**src/rtl/ifetch_unit.sv**
```systemverilog
// ifetch_unit: owns the PC, issues word fetches under a credit limit and buffers responses for decode.
// Redirects reload the PC, flush the buffer and turn in-flight requests into discards.
module ifetch_unit #(
    parameter int              AW       = 32,
    parameter logic [AW-1:0]   RESET_PC = '0,
    parameter int              DEPTH    = 2
) (
    input  logic          clk,
    input  logic          rst,
    input  logic          redirect,
    input  logic [AW-1:0] redirect_pc,
    output logic          imem_req,
    output logic [AW-1:0] imem_addr,
    input  logic          imem_gnt,
    input  logic          imem_rvalid,
    input  logic [31:0]   imem_rdata,
    output logic          inst_valid,
    output logic [31:0]   inst,
    output logic [AW-1:0] inst_pc,
    input  logic          inst_ready,
    output logic [AW-1:0] pc
);
    localparam int CW = $clog2(DEPTH + 1);
    localparam int IW = DEPTH > 1 ? $clog2(DEPTH) : 1;
    localparam int SW = CW + 2;

    typedef enum logic {RUN, DRAIN} state_t;

    state_t        state, state_n;
    logic [CW-1:0] out_cnt, disc_cnt, buf_cnt;
    logic [CW-1:0] out_rem, disc_rem, out_n, disc_n;
    logic [SW-1:0] credit_used;
    logic [IW-1:0] af_wr, af_rd, bd_wr, bd_rd;
    logic [AW-1:0] af_addr [DEPTH];
    logic [31:0]   bd_inst [DEPTH];
    logic [AW-1:0] bd_pc   [DEPTH];
    logic          grant, resp, stale, fresh, push, pop;

    function automatic logic [IW-1:0] inc(input logic [IW-1:0] p);
        return (p == IW'(DEPTH - 1)) ? '0 : p + IW'(1);
    endfunction

    // Buffered entries consume credit so the buffer can never overflow.
    assign credit_used = SW'(out_cnt) + SW'(disc_cnt) + SW'(buf_cnt);
    assign imem_req    = !rst && (credit_used < SW'(DEPTH));
    assign imem_addr   = pc;
    assign grant       = imem_req && imem_gnt;
    assign resp        = imem_rvalid && (out_cnt != '0 || disc_cnt != '0);
    assign pop         = inst_valid && inst_ready;
    assign inst_valid  = buf_cnt != '0;
    assign inst        = inst_valid ? bd_inst[bd_rd] : '0;
    assign inst_pc     = inst_valid ? bd_pc[bd_rd] : '0;

    assign out_rem  = out_cnt + CW'(grant) - CW'(fresh);
    assign disc_rem = disc_cnt - CW'(stale);
    assign out_n    = redirect ? '0 : out_rem;
    assign disc_n   = redirect ? disc_rem + out_rem : disc_rem;

    always_ff @(posedge clk) begin
        state <= rst ? RUN : state_n;
    end

    always_comb begin
        state_n = (disc_n != '0) ? DRAIN : RUN;
    end

    // Responses are in order, so while draining every response is a stale one.
    always_comb begin
        stale = resp && state == DRAIN;
        fresh = resp && state == RUN;
        push  = fresh && !redirect;
    end

    always_ff @(posedge clk) begin
        if (rst) begin
            pc       <= RESET_PC;
            out_cnt  <= '0;
            disc_cnt <= '0;
            buf_cnt  <= '0;
            af_wr    <= '0;
            af_rd    <= '0;
            bd_wr    <= '0;
            bd_rd    <= '0;
        end else begin
            pc       <= redirect ? redirect_pc : pc + AW'(grant);
            out_cnt  <= out_n;
            disc_cnt <= disc_n;
            buf_cnt  <= redirect ? '0 : buf_cnt + CW'(push) - CW'(pop);
            af_wr    <= grant ? inc(af_wr) : af_wr;
            af_rd    <= resp ? inc(af_rd) : af_rd;
            bd_wr    <= redirect ? '0 : (push ? inc(bd_wr) : bd_wr);
            bd_rd    <= redirect ? '0 : (pop ? inc(bd_rd) : bd_rd);
        end
    end

    always_ff @(posedge clk) begin
        if (grant)
            af_addr[af_wr] <= pc;
        if (push) begin
            bd_inst[bd_wr] <= imem_rdata;
            bd_pc[bd_wr]   <= af_addr[af_rd];
        end
    end
endmodule

```
**config.mk**
```make
export PLATFORM = sky130hd
export DESIGN_NAME = ifetch_unit
export DESIGN_NICKNAME = d
export VERILOG_FILES = /design/src/rtl/ifetch_unit.sv
export SDC_FILE = /design/constraint.sdc
export NUM_CORES = 1
export LEC_CHECK = 0
export ABC_AREA = 1
export BUFFER_PORTS_ARGS = -buffer_cell sky130_fd_sc_hd__buf_2
export CORE_MARGIN = 10
export CORE_UTILIZATION = 62
export CTS_BUF_LIST = sky130_fd_sc_hd__clkbuf_8
export DETAILED_ROUTE_END_ITERATION = 12
export PLACE_DENSITY = 0.88
export REMOVE_ABC_BUFFERS = 1
export SLEW_MARGIN = 10
export SYNTH_ARGS = -nofsm -noshare
export SYNTH_HDL_FRONTEND = slang
export SYNTH_SLANG_ARGS = --single-unit
```
**constraint.sdc**
```tcl
create_clock -name clk -period 6.7 [get_ports clk]
set_input_delay 0 -clock clk [delete_from_list [all_inputs] [get_ports clk]]
set_output_delay 0 -clock clk [all_outputs]
set_load 0.01 [all_outputs]
```
### Word-level counts from Yosys, hierarchy flattened

Memories as Yosys holds them, arrays and structs flattened. A register that Yosys moved wholly into a read port is not among the register bits.
Cells that the tools add are included.

| word-level totals | value |
|---|---|
| memories kept | 3 |
| RAM bits | 192 |
| logic and storage cells | 61 |
| register bits after elaboration | 43 |
| output and inout port bits | 130 |

| operators by class | value |
|---|---|
| multiplexer cells | 19 |
| bitwise logic cells | 1 |
| $add $sub $neg | 13 |
| reductions and logical operators | 15 |
| $lt $le $gt $ge | 1 |

Memory list:

| name | words | bits a word | rd ports | clocked after Yosys merged registers in | wr ports | line | text |
|---|---|---|---|---|---|---|---|
| af_addr | 2 | 32 | 1 | 1 | 1 | 34 | `logic [AW-1:0] af_addr [DEPTH];` |
| bd_inst | 2 | 32 | 1 | 1 | 1 | 35 | `logic [31:0] bd_inst [DEPTH];` |
| bd_pc | 2 | 32 | 1 | 1 | 1 | 36 | `logic [AW-1:0] bd_pc [DEPTH];` |

Operators with widths:

| kind | count |
|---|---|
| two-way mux 32 bit | 3 |
| adder 32 x 1 -> 32 bit | 1 |
| two-way mux 1 bit | 15 |
| nonzero test 2 bit | 4 |
| logical AND 1 bit | 7 |
| subtractor 2 x 1 -> 2 bit | 3 |
| adder 1 bit (second input constant) | 4 |
| adder 2 x 1 -> 2 bit | 2 |
| adder 3 x 2 -> 4 bit | 1 |
| < comparator 4 x 2 -> 1 bit (second input constant) | 1 |
| adder 2 x 2 -> 3 bit | 1 |
| adder 2 bit | 1 |
| logical NOT 1 bit | 2 |
| two-way mux 2 bit | 1 |
| OR reduction 2 bit | 1 |
| logical OR 1 bit | 1 |
| inverter 1 bit | 1 |

### Logic depth before layout (Yosys ltp)

Gate-level depths: netlist of run 1.

| logic depth | value |
|---|---|
| depth after elaboration | 11 |
| mapped depth | 18 |
| depth with buffers taken out | 18 |

### Least setup slack after synthesis of run 1

OpenSTA, ideal clock, no wires.

| path | value |
|---|---|
| path kind | reg2reg |
| start | reg out_cnt[1] |
| end | mem bd_inst[1][0] (enable) |
| path slack | 2722 ps |
| library setup time | 486 ps |
| required time | 6214 ps |
| stages on the path, launching flop included | 7 |
| data arrival time | 3492 ps |
| path through | dfxtp_1 > inv_1 > nand3_1 > nand2_1 > nor2_1 > nand2_1 > nor2_1 |

| on the way | value |
|---|---|
| word-level cells in the longest chain between the ends | 7 |

Ends and longest elaborated chain:

| element | line | text |
|---|---|---|
| start: declaration | 30 | `logic [CW-1:0] out_cnt, disc_cnt, buf_cnt;` |
| start signal: assignment | 86 | `out_cnt <= out_n;` |
| nonzero test 2 bit | 48 | `assign resp = imem_rvalid && (out_cnt != '0 \|\| disc_cnt != '0);` |
| logical OR 1 bit | 48 |  |
| logical AND 1 bit | 48 |  |
| logical AND 1 bit | 70 | `fresh = resp && state == RUN;` |
| logical AND 1 bit | 71 | `push = fresh && !redirect;` |
| two-way mux 1 bit | 99 | `if (push) begin` |
| two-way mux 1 bit (implied by the code) | 100 | `bd_inst[bd_wr] <= imem_rdata;` |
| end: declaration | 35 |  |

Every way passes these cells.

### Final worst setup path of run 1

| path | value |
|---|---|
| start | reg buf_cnt[1] |
| end | reg pc[10], in the netlist imem_addr[10] |

| on the way | value |
|---|---|
| word-level cells in the longest chain between the ends | 6 |

Ends and longest elaborated chain:

| element | line | text |
|---|---|---|
| start: declaration | 30 |  |
| start signal: assignment | 88 | `buf_cnt <= redirect ? '0 : buf_cnt + CW'(push) - CW'(pop);` |
| adder 3 x 2 -> 4 bit | 44 | `assign credit_used = SW'(out_cnt) + SW'(disc_cnt) + SW'(buf_cnt);` |
| < comparator 4 x 2 -> 1 bit | 45 | `assign imem_req = !rst && (credit_used < SW'(DEPTH));` |
| logical AND 1 bit | 45 |  |
| logical AND 1 bit | 47 | `assign grant = imem_req && imem_gnt;` |
| adder 32 x 1 -> 32 bit | 85 | `pc <= redirect ? redirect_pc : pc + AW'(grant);` |
| two-way mux 32 bit | 85 |  |
| end signal: assignment | 85 |  |
| end: declaration | 21 | `output logic [AW-1:0] pc` |

Every way passes these cells.
A chain may end at the register's enable or synchronous reset.

==> results of run 1 <==
## cells in the mapped netlist
cell      number  area [µm²]
nand3b_1      14         105
ha_1          10         125
o21ai_0       11        55.1
inv_1         64         240
fa_1           1        20.0
buf_1         10        37.5
buf_4         32         240
o21ai_1        6        30.0
a21o_1         1        7.51
nand3_1       29         145
xor2_1         6        52.6
nand2_1      280        1050
nand2_2        2        12.5
nor2_2         6        37.5
clkbuf_1      13        48.8
nor4_2         1        12.5
o221ai_1       2        17.5
inv_2          5        18.8
nand4_1        2        12.5
nor3_1         4        20.0
edfxtp_1     192        5770
nor2_4         4        45.0
nand2_4        2        22.5
or2_2          1        6.26
nand3_2        2        20.0
mux2_2        32         360
a21oi_1       73         365
nor2_1        72         270
o211ai_1       3        22.5
xnor2_1        4        35.0
dfxtp_1       45         901
buf_2         11        55.1
## cells by family after synthesis
kind of cell    Yosys count  synth area share [%]
simple gates            419                  17.3
flops                   237                  65.6
buf+inv                 135                  6.31
compound gates           96                  4.90
fa+ha+maj                11                  1.43
mux                      32                  3.55
xor+xnor                 10                 0.862
## power breakdown
| group | total (µW) | internal, µW | switching [µW] |
|---|---|---|---|
| registers | 1850 | 1780 | 78.2 |
| clock network | 1140 | 614 | 525 |
| logic | 580 | 235 | 345 |
| total | 3570 | 2630 | 948 |
## routing by layer
| metal | routed length (µm) | GRT usage, % | vias up |
|---|---|---|---|
| met5 | 0 | 0 | - |
| met4 | 918 | 10.1 | 0 |
| met2 | 13200 | 41.2 | 359 |
| met1 | 10100 | 26.3 | 3611 |
| li1 | - | - | 3643 |
| met3 | 2020 | 6.20 | 74 |
## cell type report
type | instances | area, µm² | share of cell area, %
Timing Repair Buffer | 287 | 1860 | 14.7
Inverter | 69 | 259 | 2.05
Sequential cell | 237 | 6670 | 52.8
Multi-Input combinational cell | 568 | 2880 | 22.8
Clock inverter | 26 | 154 | 1.22
Tap cell | 216 | 270 | 2.14
Clock buffer | 39 | 537 | 4.25
## tightest hold or removal path, cell delays in order
cell and delay [ns]:
buf_2 0.10, nand2_1 0.27, a21oi_1 0.14
## flip-flops by register name, summed over array words and instances (netlist names), named ones only
name       cells
buf_cnt        2
bd_inst       64
af_wr          1
out_cnt        2
bd_pc         64
imem_addr     32
bd_wr          1
bd_rd          1
af_rd          1
state          1
disc_cnt       2
af_addr       64
## metrics by stage
| stage | hold slack [ns] | worst slack (ns) | area [µm²] |
|---|---|---|---|
| 2_1_floorplan | 0.0404 | 2.69 | 9780 |
| 3_3_place_gp | 0.187 | 3.47 | 11100 |
| 3_5_place_dp | 0.191 | 3.35 | 11100 |
| 4_1_cts | 0.0104 | 2.83 | 12600 |
| 5_1_grt | 0.0353 | 2.48 | 12600 |
| 6_report | 0.0417 | 2.73 | 12600 |
## worst max-delay path by stage
| stage | slack [ns] | to | from |
|---|---|---|---|
| finish | 2.73 | imem_addr[10]$_SDFF_PP0_ | buf_cnt[1]$_SDFF_PP0_ |
| global route | 2.48 | imem_addr[10]$_SDFF_PP0_ | buf_cnt[1]$_SDFF_PP0_ |
| detailed placement | 3.35 | imem_addr[26]$_SDFF_PP0_ | buf_cnt[1]$_SDFF_PP0_ |
| global placement | 3.47 | imem_addr[26]$_SDFF_PP0_ | buf_cnt[1]$_SDFF_PP0_ |
| floorplan | 2.69 | bd_inst[1][0]$_DFFE_PP_ | out_cnt[1]$_SDFF_PP0_ |
| CTS | 2.83 | imem_addr[10]$_SDFF_PP0_ | buf_cnt[1]$_SDFF_PP0_ |
## timing repair
item | in CTS | in global routing
endpoints found under the hold margin | 103 | 0
resized for setup | 0 | 0
hold buffers | 82 | 0
==> reports/qor.yml, run 1 <==
timing:
  finalMaxSlewViolations: 0
  post-route-min-period_ns: 3.97
  fmax_ghz: 0.252
  hold_viol_final: 0
  grt_setup_unrepaired: "false"
  finalSetupTns_ns: 0
  relSlewSlack_pct: 24.2
  worst_pin_slew_ns: 1.14
  period_share_pct: 59.3
  setup_viol: 0
  fin_worst_skew_ns: 0.0267
setup_path:
  critPathKind: "flip-flop to flip-flop"
  rrSetupSlack_ns: 2.73
  crit_required_ns: 7.12
  timing.rr.end: "imem_addr[10]$_SDFF_PP0_"
  r2r-start: "buf_cnt[1]$_SDFF_PP0_"
  path_common_cell: "inv_1"
  cpPeakStageDelay_ns: 0.56
  crit_chain: "inv_1 -> fa_1 -> inv_1 -> ha_1 -> nor4_2 -> nand2_1 -> inv_1 -> ha_1 -> ha_1 -> nand3_2 -> inv_2 -> nand2_4 -> nor2_4 -> xor2_1 -> o21ai_1 -> dlygate4sd3_1 -> inv_1"
  path_depth: 17
  ff2ff_path_depth: 17
  cp_max_fo: 6
  arrival_ns: 4.39
  start_kind: "flip-flop"
  crit_family: "adder cells"
  cp_slowest_cell: "dlygate4sd3_1"
  end_kind: "flip-flop"
  path_buf_inv: 6
run_status:
  status: "finished clean"
layout:
  syn_to_final_growth_pct: 24.3
  fillers: 962
  drive_gt1_share_pct: 25.3
  post-route-util_pct: 78.9
  final_cell_mix: "280 x nand2_1, 199 x buf_2, 192 x edfxtp_1, 82 x dlygate4sd3_1, 74 x inv_1"
  insertedDiodeCount: 0
  final_cells: 1442
  final_nets: 1281
  final_common_cell: "nand2_1"
synthesis:
  yosys_warnings: 0
  syn_area_per_cell_um2: 10.8
  postSynthCellCount: 940
  synth_seq_cells: 237
  ys_seq_area_share_pct: 65.6
  synth_area_um2: 10200
  synth_cell_types: 32
clock_network:
  clockRootBuffer: "clkbuf_8"
  cts_buffer_depth: 3
  post_cts_buffers: 0
  cts_tree: "built"
  clk_pin_slew_ns: 0.06
  htreeDepth: 2
  clk_latency_ns: 0.52
  cts.sinks: 237
  cts_buffers: 37
global_routing:
  grt_max_degree: 66
  grt_pass1_vias: 7924
  antenna_found_initial: 0
  grt_pass1_wl_um: 40800
  track_usage_pct: 23.5
  overflow: 0
min_path:
  min_path_cells: 3
  hp-class: "primary input to flip-flop"
  min_to: "af_wr$_SDFFE_PP0N_"
  min-delay-start: "imem_gnt"
routing:
  routed-via-count: 7687
  wl_per_cell_um: 18.2
  route.detailed.drc: 0
  via_per_inst: 5.33
  drt_iter0_drc: 526
  antenna_left: 0
  routed_wl_um: 26200
  firstDrtPassIters: 5
pwr:
  p_leak_uw: 0.00538
  finalPower_uw: 3570
  ir_worst_vdd_mv: 0.196
  p_per_area_nw_per_um2: 283
placement:
  portBuffers: 199
  place.gp.congestion: 0.874
  dpl.hpwl_um: 15500
  dp.cells: 1295
die:
  core_area_um2: 16000
  die_x_um: 148
  dieArea_um2: 21900
  io-pin-count: 200
  die_height_um: 148
  start_util_pct: 63.5
  num_rows: 46
run:
  cap_violations: 0
Note: power is estimated with default switching activity, not from simulation.
==> inputs of run 2 (changes only) <==
CORE_UTILIZATION = 52   (was 62)
PLACE_DENSITY = 0.79   (was 0.88)
clock period = 3.4 ns   (was 6.7 ns; I/O delays follow)
==> reports/qor.yml, run 2 (synthesis results as in run 1) <==
timing:
  setup_viol: 0  # unchanged
  fin_worst_skew_ns: 0.0164  # was 0.0267 ns
  fmax_ghz: 0.312  # was 0.252 GHz
  finalMaxSlewViolations: 0  # unchanged
  relSlewSlack_pct: 42.5  # was 24.2%
  grt_setup_unrepaired: "false"  # unchanged
  finalSetupTns_ns: 0  # unchanged
  post-route-min-period_ns: 3.21  # was 3.97 ns
  hold_viol_final: 0  # unchanged
  period_share_pct: 94.4  # was 59.3%
  fin_ws_ns: 0.192  # was 2.73 ns
  worst_pin_slew_ns: 0.863  # was 1.14 ns
setup_path:
  crit_chain: "inv_1 -> fa_1 -> inv_1 -> ha_4 -> nor4_4 -> nand2_2 -> inv_2 -> ha_4 -> nand3_4 -> inv_4 -> nand2_4 -> nor2_4 -> xor2_1 -> o21ai_1 -> inv_1 -> dlygate4sd3_1"  # was inv_1 -> fa_1 -> inv_1 -> ha_1 -> nor4_2 -> nand2_1 -> inv_1 -> ha_1 -> ha_1 -> nand3_2 -> inv_2 -> nand2_4 -> nor2_4 -> xor2_1 -> o21ai_1 -> dlygate4sd3_1 -> inv_1
  critPathKind: "flip-flop to flip-flop"  # unchanged
  path_common_cell: "inv_1"  # unchanged
  arrival_ns: 3.62  # was 4.39 ns
  path_buf_inv: 6  # unchanged
  start_kind: "flip-flop"  # unchanged
  r2r-start: "out_cnt[1]$_SDFF_PP0_"  # was buf_cnt[1]$_SDFF_PP0_
  ff2ff_path_depth: 16  # was 17
  crit_required_ns: 3.81  # was 7.12 ns
  timing.rr.end: "imem_addr[11]$_SDFF_PP0_"  # was imem_addr[10]$_SDFF_PP0_
  cp_max_fo: 4  # was 6
  rrSetupSlack_ns: 0.19  # was 2.73 ns
  crit_family: "adder cells"  # unchanged
  cpPeakStageDelay_ns: 0.54  # was 0.56 ns
  cp_slowest_cell: "dlygate4sd3_1"  # unchanged
  end_kind: "flip-flop"  # unchanged
clock_network:
  clk_pin_slew_ns: 0.06  # about the same
  htreeDepth: 2  # unchanged
  clk_latency_ns: 0.53  # was 0.52 ns
  clockRootBuffer: "clkbuf_8"  # unchanged
  cts_buffer_depth: 3  # unchanged
  cts_buffers: 38  # was 37
  cts.sinks: 237  # unchanged
  cts_tree: "built"  # unchanged
placement:
  dp_slack_ns: 0.232  # was 3.35 ns
  portBuffers: 199  # unchanged
  dpl.hpwl_um: 15900  # was 15500 µm
  placed_area_um2: 11200  # was 11100 µm²
  place.gp.congestion: 0.889  # was 0.874
min_path:
  hp-class: "primary input to flip-flop"  # unchanged
  min-delay-start: "imem_rdata[2]"  # was imem_gnt
  min_path_cells: 2  # was 3
  min_to: "bd_inst[0][2]$_DFFE_PP_"  # was af_wr$_SDFFE_PP0N_
routing:
  route.detailed.drc: 0  # unchanged
  routed-via-count: 7565  # was 7687
  routed_wl_um: 25600  # was 26200 µm
  antenna_left: 0  # unchanged
  via_per_inst: 5.04  # was 5.33
  wl_per_cell_um: 17.0  # was 18.2 µm
  drt_iter0_drc: 550  # was 526
  firstDrtPassIters: 5  # unchanged
run_status:
  status: "finished clean"  # unchanged
layout:
  insertedDiodeCount: 0  # unchanged
  multiInputGateArea_um2: 2930  # was 2880 µm²
  largestRegisters: "af_addr: 64 flops, bd_inst: 64 flops, bd_pc: 64 flops"  # unchanged
  final_common_cell: "nand2_1"  # unchanged
  final_cell_mix: "279 x nand2_1, 199 x buf_2, 192 x edfxtp_1, 79 x dlygate4sd3_1, 78 x inv_1"  # was 280 x nand2_1, 199 x buf_2, 192 x edfxtp_1, 82 x dlygate4sd3_1, 74 x inv_1
  stdcell_area_um2: 12800  # was 12600 µm²
  syn_to_final_growth_pct: 26.1  # was 24.3%
  final_nets: 1289  # was 1281
  fillers: 1430  # was 962
  drive_gt1_share_pct: 26.5  # was 25.3%
  area.sequential_um2: 6670  # about the same
global_routing:
  grt_pass1_vias: 7768  # was 7924
  track_usage_pct: 19.6  # was 23.5%
  overflow: 0  # unchanged
  grt_pass1_wl_um: 40700  # was 40800 µm
  antenna_found_initial: 0  # unchanged
  grt_max_degree: 65  # was 66
run:
  cap_violations: 0  # unchanged
die:
  die_x_um: 160  # was 148 µm
  die_height_um: 160  # was 148 µm
  num_rows: 51  # was 46
  core_area_um2: 19300  # was 16000 µm²
  dieArea_um2: 25500  # was 21900 µm²
  io-pin-count: 200  # unchanged
  start_util_pct: 52.5  # was 63.5%
pwr:
  power.share.sequential_pct: 52.7  # was 51.9%
  combPwrFrac_pct: 16.5  # was 16.2%
  p_per_area_nw_per_um2: 547  # was 283 nW/µm²
  p_switching_uw: 1900  # was 948 µW
  clkPwrFrac_pct: 30.8  # was 31.9%
  ir_worst_vdd_mv: 0.333  # was 0.196 mV
  p_leak_uw: 0.00544  # was 0.00538 µW
  intPower_uw: 5100  # was 2630 µW
  swShare_pct: 27.1  # was 26.5%
run 2: cell types whose count changed in the layout (fill, tap and decap cells not counted), moves of 2 or more:
cell / before / now
buf_12: 0 / 3
buf_4: 6 / 13
bufinv_16: 2 / 0
clkinv_1: 10 / 7
clkinvlp_4: 0 / 2
dfxtp_1: 44 / 42
dfxtp_2: 1 / 3
dlygate4sd3_1: 82 / 79
ha_1: 10 / 8
ha_4: 0 / 2
inv_1: 74 / 78
run 2: layout make-up:
cell class	count	area share (%)
clock inverters	29	0.977
multi-input cells	568	22.8
clock buffers	40	4.30
repair buffers	294	15.2
well taps	265	2.59
flip-flops and latches	237	52.1
inverters	69	2.04
run 2: metal layers:
layer / wire, µm / GRT usage, % / part of all wire, %
met1: 10500 / 23.1 / 41
met3: 1730 / 5.32 / 6.7
met5: 0 / 0 / 0
met2: 12700 / 34.1 / 49
met4: 659 / 5.97 / 2.6
run 2: stage by stage:
| stage | utilization, % | power, µW | cells | hold WS, ns |
|---|---|---|---|---|
| 2_1_floorplan | - | 4330 | 874 | 0.0404 |
| 3_3_place_gp | 58.2 | 4740 | 1348 | 0.187 |
| 3_5_place_dp | 58.2 | 4780 | 1348 | 0.191 |
| 4_1_cts | 65.8 | 7010 | 1496 | 0.166 |
| 5_1_grt | 66.2 | 7360 | 1502 | 0.176 |
| 6_report | 66.2 | 7010 | 1502 | 0.199 |
run 2: power by group through the flow:
stage	Sequential, µW	Clock, µW	Combinational (µW)
final	3690	2160	1160
after CTS	3690	2210	1120
after floorplan	3720	0	616
after global placement	3740	0	1000
after detailed placement	3750	0	1030
after global routing	3720	2340	1290
run 2: how the worst max path moves through the flow:
stage	startpoint	end	slack, ns	depth (start not counted)
after global routing	out_cnt[1]$_SDFF_PP0_	imem_addr[11]$_SDFF_PP0_	0.004	16
after detailed placement	buf_cnt[1]$_SDFF_PP0_	imem_addr[14]$_SDFF_PP0_	0.23	16
after CTS	buf_cnt[1]$_SDFF_PP0_	imem_addr[11]$_SDFF_PP0_	0.01	16
final	out_cnt[1]$_SDFF_PP0_	imem_addr[11]$_SDFF_PP0_	0.19	16
after floorplan	out_cnt[1]$_SDFF_PP0_	bd_inst[1][0]$_DFFE_PP_	-0.61	6
after global placement	buf_cnt[1]$_SDFF_PP0_	imem_addr[26]$_SDFF_PP0_	0.31	18
run 2: what timing repair did:
item,CTS,global route
hold buffers,79,0
setup buffers,0,6
gates resized for setup,0,9
endpoints found under the hold margin,104,0
setup endpoints to repair,0,7
